**src/rtl/inta_sequencer.sv**
```systemverilog
// Interrupt acknowledge sequencer: turns an 8259 INTR into the two-pulse INTA# cycle,
// captures the vector byte and offers it to the execution unit. Optional bus lock: INTA_LOCK_EN.
`timescale 1ns/1ps

module inta_sequencer #(
    parameter int PULSE_CYC = 2,
    parameter int GAP_CYC   = 3
) (
    input  logic       clk,
    input  logic       rst,
    input  logic       intr,
    input  logic       if_en,
    input  logic [7:0] d_in,
    input  logic       vec_ack,
    output logic       inta_n,
    output logic [7:0] vector,
    output logic       vector_valid,
    output logic       busy,
    output logic       lock_n
);

    localparam logic [2:0] S_IDLE = 3'd0;
    localparam logic [2:0] S_P1   = 3'd1;
    localparam logic [2:0] S_GAP  = 3'd2;
    localparam logic [2:0] S_P2   = 3'd3;
    localparam logic [2:0] S_HOLD = 3'd4;

    localparam logic [3:0] PULSE_LD = 4'(PULSE_CYC - 1);
    localparam logic [3:0] GAP_LD   = 4'(GAP_CYC - 1);

    logic [2:0] state;
    logic [3:0] cnt;
    logic       intr_m;
    logic       intr_s;
    logic       start;

    // NOTE: intr comes from another timing domain; only the second flop may feed logic.
    always_ff @(posedge clk) begin
        if (rst) begin
            intr_m <= 1'b0;
            intr_s <= 1'b0;
        end else begin
            intr_m <= intr;
            intr_s <= intr_m;
        end
    end

    assign start = (state == S_IDLE) && intr_s && if_en;

    // NOTE: inta_n is a flop updated on the same edge as state, so the 8259 never sees a decode glitch.
    always_ff @(posedge clk) begin
        if (rst) begin
            state        <= S_IDLE;
            cnt          <= 4'd0;
            inta_n       <= 1'b1;
            vector       <= 8'h00;
            vector_valid <= 1'b0;
        end else begin
            case (state)
                S_IDLE: begin
                    if (start) begin
                        state  <= S_P1;
                        cnt    <= PULSE_LD;
                        inta_n <= 1'b0;
                    end
                end
                S_P1: begin
                    if (cnt == 4'd0) begin
                        state  <= S_GAP;
                        cnt    <= GAP_LD;
                        inta_n <= 1'b1;
                    end else begin
                        cnt <= cnt - 4'd1;
                    end
                end
                S_GAP: begin
                    if (cnt == 4'd0) begin
                        state  <= S_P2;
                        cnt    <= PULSE_LD;
                        inta_n <= 1'b0;
                    end else begin
                        cnt <= cnt - 4'd1;
                    end
                end
                S_P2: begin
                    if (cnt == 4'd0) begin
                        state        <= S_HOLD;
                        inta_n       <= 1'b1;
                        vector       <= d_in;
                        vector_valid <= 1'b1;
                    end else begin
                        cnt <= cnt - 4'd1;
                    end
                end
                S_HOLD: begin
                    if (vec_ack) begin
                        state        <= S_IDLE;
                        vector_valid <= 1'b0;
                    end
                end
                default: begin
                    state  <= S_IDLE;
                    cnt    <= 4'd0;
                    inta_n <= 1'b1;
                end
            endcase
        end
    end

    assign busy = (state != S_IDLE);

`ifdef INTA_LOCK_EN
    // Lock spans the whole acknowledge pair: falls with the first pulse, rises with the last.
    always_ff @(posedge clk) begin
        if (rst) begin
            lock_n <= 1'b1;
        end else if (start) begin
            lock_n <= 1'b0;
        end else if ((state == S_P2) && (cnt == 4'd0)) begin
            lock_n <= 1'b1;
        end
    end
`else
    assign lock_n = 1'b1;
`endif

endmodule

```
**config.mk**
```make
export PLATFORM = sky130hd
export DESIGN_NAME = inta_sequencer
export DESIGN_NICKNAME = d
export VERILOG_FILES = /design/src/rtl/inta_sequencer.sv
export SDC_FILE = /design/constraint.sdc
export NUM_CORES = 1
export LEC_CHECK = 0
export CAP_MARGIN = 20
export CORE_ASPECT_RATIO = 0.9
export CORE_MARGIN = 3
export CORE_UTILIZATION = 46
export DETAILED_ROUTE_END_ITERATION = 8
export PLACE_DENSITY = 0.76
export SLEW_MARGIN = 20
export SYNTH_ARGS = -nofsm -noshare
export SYNTH_HDL_FRONTEND = slang
export SYNTH_SLANG_ARGS = --single-unit
```
**constraint.sdc**
```tcl
create_clock -name clk -period 2.2 [get_ports clk]
set_clock_uncertainty 0.2 [all_clocks]
set_input_delay 0.66 -clock clk [delete_from_list [all_inputs] [get_ports clk]]
set_output_delay 0.66 -clock clk [all_outputs]
set_load 0.05 [all_outputs]
```
==> impl_metrics.env <==
export IMPL_status="finished clean"
export IMPL_period_share_pct=93.37
export IMPL_boundaryPins=25
export IMPL_synthFlopType="dfxtp_1"
export IMPL_post_drt_wl_per_cell_um=13.99
export IMPL_grt_usage_pct=18.10
export IMPL_clock_latency_ns=0.30
export IMPL_nNetsFinal=146
export IMPL_p_leak_nw=0.4351
export IMPL_vias=878
export IMPL_coreArea_um2=1787
export IMPL_synth_xor_xnor_area_share_pct=0.9346
export IMPL_die_h_um=48.82
export IMPL_wirelength_mm=2.168
export IMPL_dp_hpwl_mm=1.599
export IMPL_yosys_area_top_type="dfxtp_1"
export IMPL_cts_resized=0
export IMPL_ys_seq_area_share_pct=40.59
export IMPL_syn_cell_area_um2=937.1
export IMPL_synth_compound_area_share_pct=21.63
export IMPL_start_util_pct=52.45
export IMPL_drc=0
export IMPL_min_period_ns=2.054
export IMPL_drtAntennaViolNets=0
export IMPL_yosys_top_cells_area="dfxtp_1 (41%), a21oi_1 (6.4%), o21ai_0 (5.3%), nand3_1 (4.3%), and4bb_2 (2.7%)"
export IMPL_setup_tns_ns=0
export IMPL_synthAdderAreaFrac_pct=1.335
export IMPL_netlist_instances=109
export IMPL_yosys_area_share_simple_pct=27.10
export IMPL_grt_max_degree=16
export IMPL_drt_vias_per_instance=5.665
export IMPL_required_ns=1.34
export IMPL_grt_pass1_vias=816
export IMPL_synth_warning_count=0
export IMPL_place_congestion=0.8609
export IMPL_clkSlewWorstSetupHoldPaths_ns=0.11
export IMPL_yosysMostFrequentCell="dfxtp_1"
export IMPL_drive_above_1_share_pct=22.14
export IMPL_die_area_um2=2616
export IMPL_final_cells=155
export IMPL_slew_viol_final=0
export IMPL_critPathLaunchType="flip-flop"
export IMPL_cts_setup_buffers=0
export IMPL_antenna_found_initial=0
export IMPL_clock_path_buffers=2
export IMPL_synth_top_cell_area_share_pct=40.59
export IMPL_crit_type="flip-flop to primary output"
export IMPL_drv_cap=0
export IMPL_dieWidth_um=53.58
export IMPL_cp_arrival_ns=1.19
export IMPL_cts_root_buf="clkbuf_4"
export IMPL_syn_num_nets=123
export IMPL_overflow=0
export IMPL_synth_top_family_by_area="simple AND/OR/NAND/NOR gates"
export IMPL_ys_ff_latch=19
export IMPL_post_place_cells=151
export IMPL_setup_viol_count_final=0
export IMPL_port_buffers=23
export IMPL_grt_pass1_wl_mm=3.622
export IMPL_post_route_util_pct=66.18
export IMPL_synth_edf_count=0
export IMPL_drt_first_pass_iters=4
export IMPL_finalPower_w=0.0007178
export IMPL_finalHoldViolCount=0
export IMPL_synth_commonest_cells="dfxtp_1 (19), a21oi_1 (12), o21ai_0 (10)"
export IMPL_diodes=0
export IMPL_numCtsBuffers=3
export IMPL_synth_async_reset_ratio_pct=0
export IMPL_drtIter0Drc=33
export IMPL_row_count=14
export IMPL_critPathCaptureType="primary output"
export IMPL_powerDensity_nw_per_um2=607.1
export IMPL_fmax_mhz=486.8
export IMPL_rsz0062_at_grt="false"
export IMPL_avgSynthCellArea_um2=8.598
export IMPL_peakVddDrop_uv=487.8
export IMPL_areaGrowthSynthToFinish_pct=26.17
export IMPL_cts_tree="yes"
export IMPL_crit_fanout=2
export IMPL_hold_path_class="flip-flop to flip-flop"
export IMPL_synth_cell_types=39
export IMPL_hold_buffers=0
export IMPL_synthMuxAreaShare_pct=0
export IMPL_htree_num_levels=1
export IMPL_cts_sinks=19
==> per-layer routing <==
metal	vias up	track usage [%]	wire length, um
li1	438	-	-
met3	0	5.505	135
met2	30	29.39	1021
met5	-	0	0
met1	410	23.77	1011
met4	0	2.553	0
==> report_power, final <==
group          leakage, nW  total, W  internal, W  switching (W)
logic                0.263  0.000172    0.0000778      0.0000940
clock network       0.0177  0.000178    0.0000677       0.000110
registers            0.154  0.000368     0.000356      0.0000116
==> cell type report <==
class | count | area [um^2]
clock buffer | 3 | 22.52
multi-input combinational | 74 | 481.7
clock inverter | 1 | 5.005
fill | 165 | 604.3
sequential | 19 | 380.4
inverter | 6 | 22.52
timing repair buffer | 28 | 240.2
tap | 24 | 30.03
==> state kept, by name (all words and copies together), names as in the netlist <==
signal	flops
intr_s	1
vector	8
intr_m	1
vector_valid	1
state	3
cnt	4
inta_n	1
==> critical path, stage by stage (launching register included) <==
cell and delay [ns]:
dfxtp_1 0.33, or3_1 0.37, buf_4 0.20
==> kinds of logic after synthesis <==
family | Yosys count
other | 1
adder cells (fa/ha/maj) | 1
buffers and inverters | 16
flip-flops | 19
AO/OA/AOI/OAI | 33
XOR/XNOR | 1
AND/OR/NAND/NOR | 38
==> placed cells by master (no fill, tap or decap), types with 2 or more instances in the layout <==
| cell type | count |
|---|---|
| a21oi_1 | 12 |
| a32oi_1 | 2 |
| and4bb_2 | 2 |
| buf_4 | 16 |
| clkbuf_4 | 3 |
| clkdlybuf4s50_1 | 12 |
| dfxtp_1 | 19 |
| inv_1 | 6 |
| nand2b_1 | 2 |
| nand3_1 | 8 |
| nand3b_1 | 2 |
| nand4_1 | 2 |
| nor2_1 | 3 |
| nor2b_1 | 4 |
| nor3_1 | 3 |
| o211ai_1 | 2 |
| o21ai_0 | 10 |
| or3_1 | 2 |
==> worst paths after layout <==
path                                  to  depth (start not counted)      from  slack [ns]
worst max register to register  state[0]                          5    cnt[0]        0.36
worst max-delay path                busy                          2  state[0]        0.15
worst min-delay path              intr_s                          1    intr_m        0.26
worst min register to register    intr_s                          1    intr_m        0.26
==> stage by stage <==
| stage | area [um^2] | setup slack, ns | hold slack, ns |
|---|---|---|---|
| floorplan | 937.1 | 0.3102 | 0.2138 |
| global placement | 1155 | 0.2180 | 0.2365 |
| detailed placement | 1155 | 0.1667 | 0.2378 |
| CTS | 1182 | 0.1422 | 0.2606 |
| global route | 1182 | 0.09711 | 0.2859 |
| finish | 1182 | 0.1458 | 0.2575 |
Note: power is estimated with default switching activity, not from simulation.
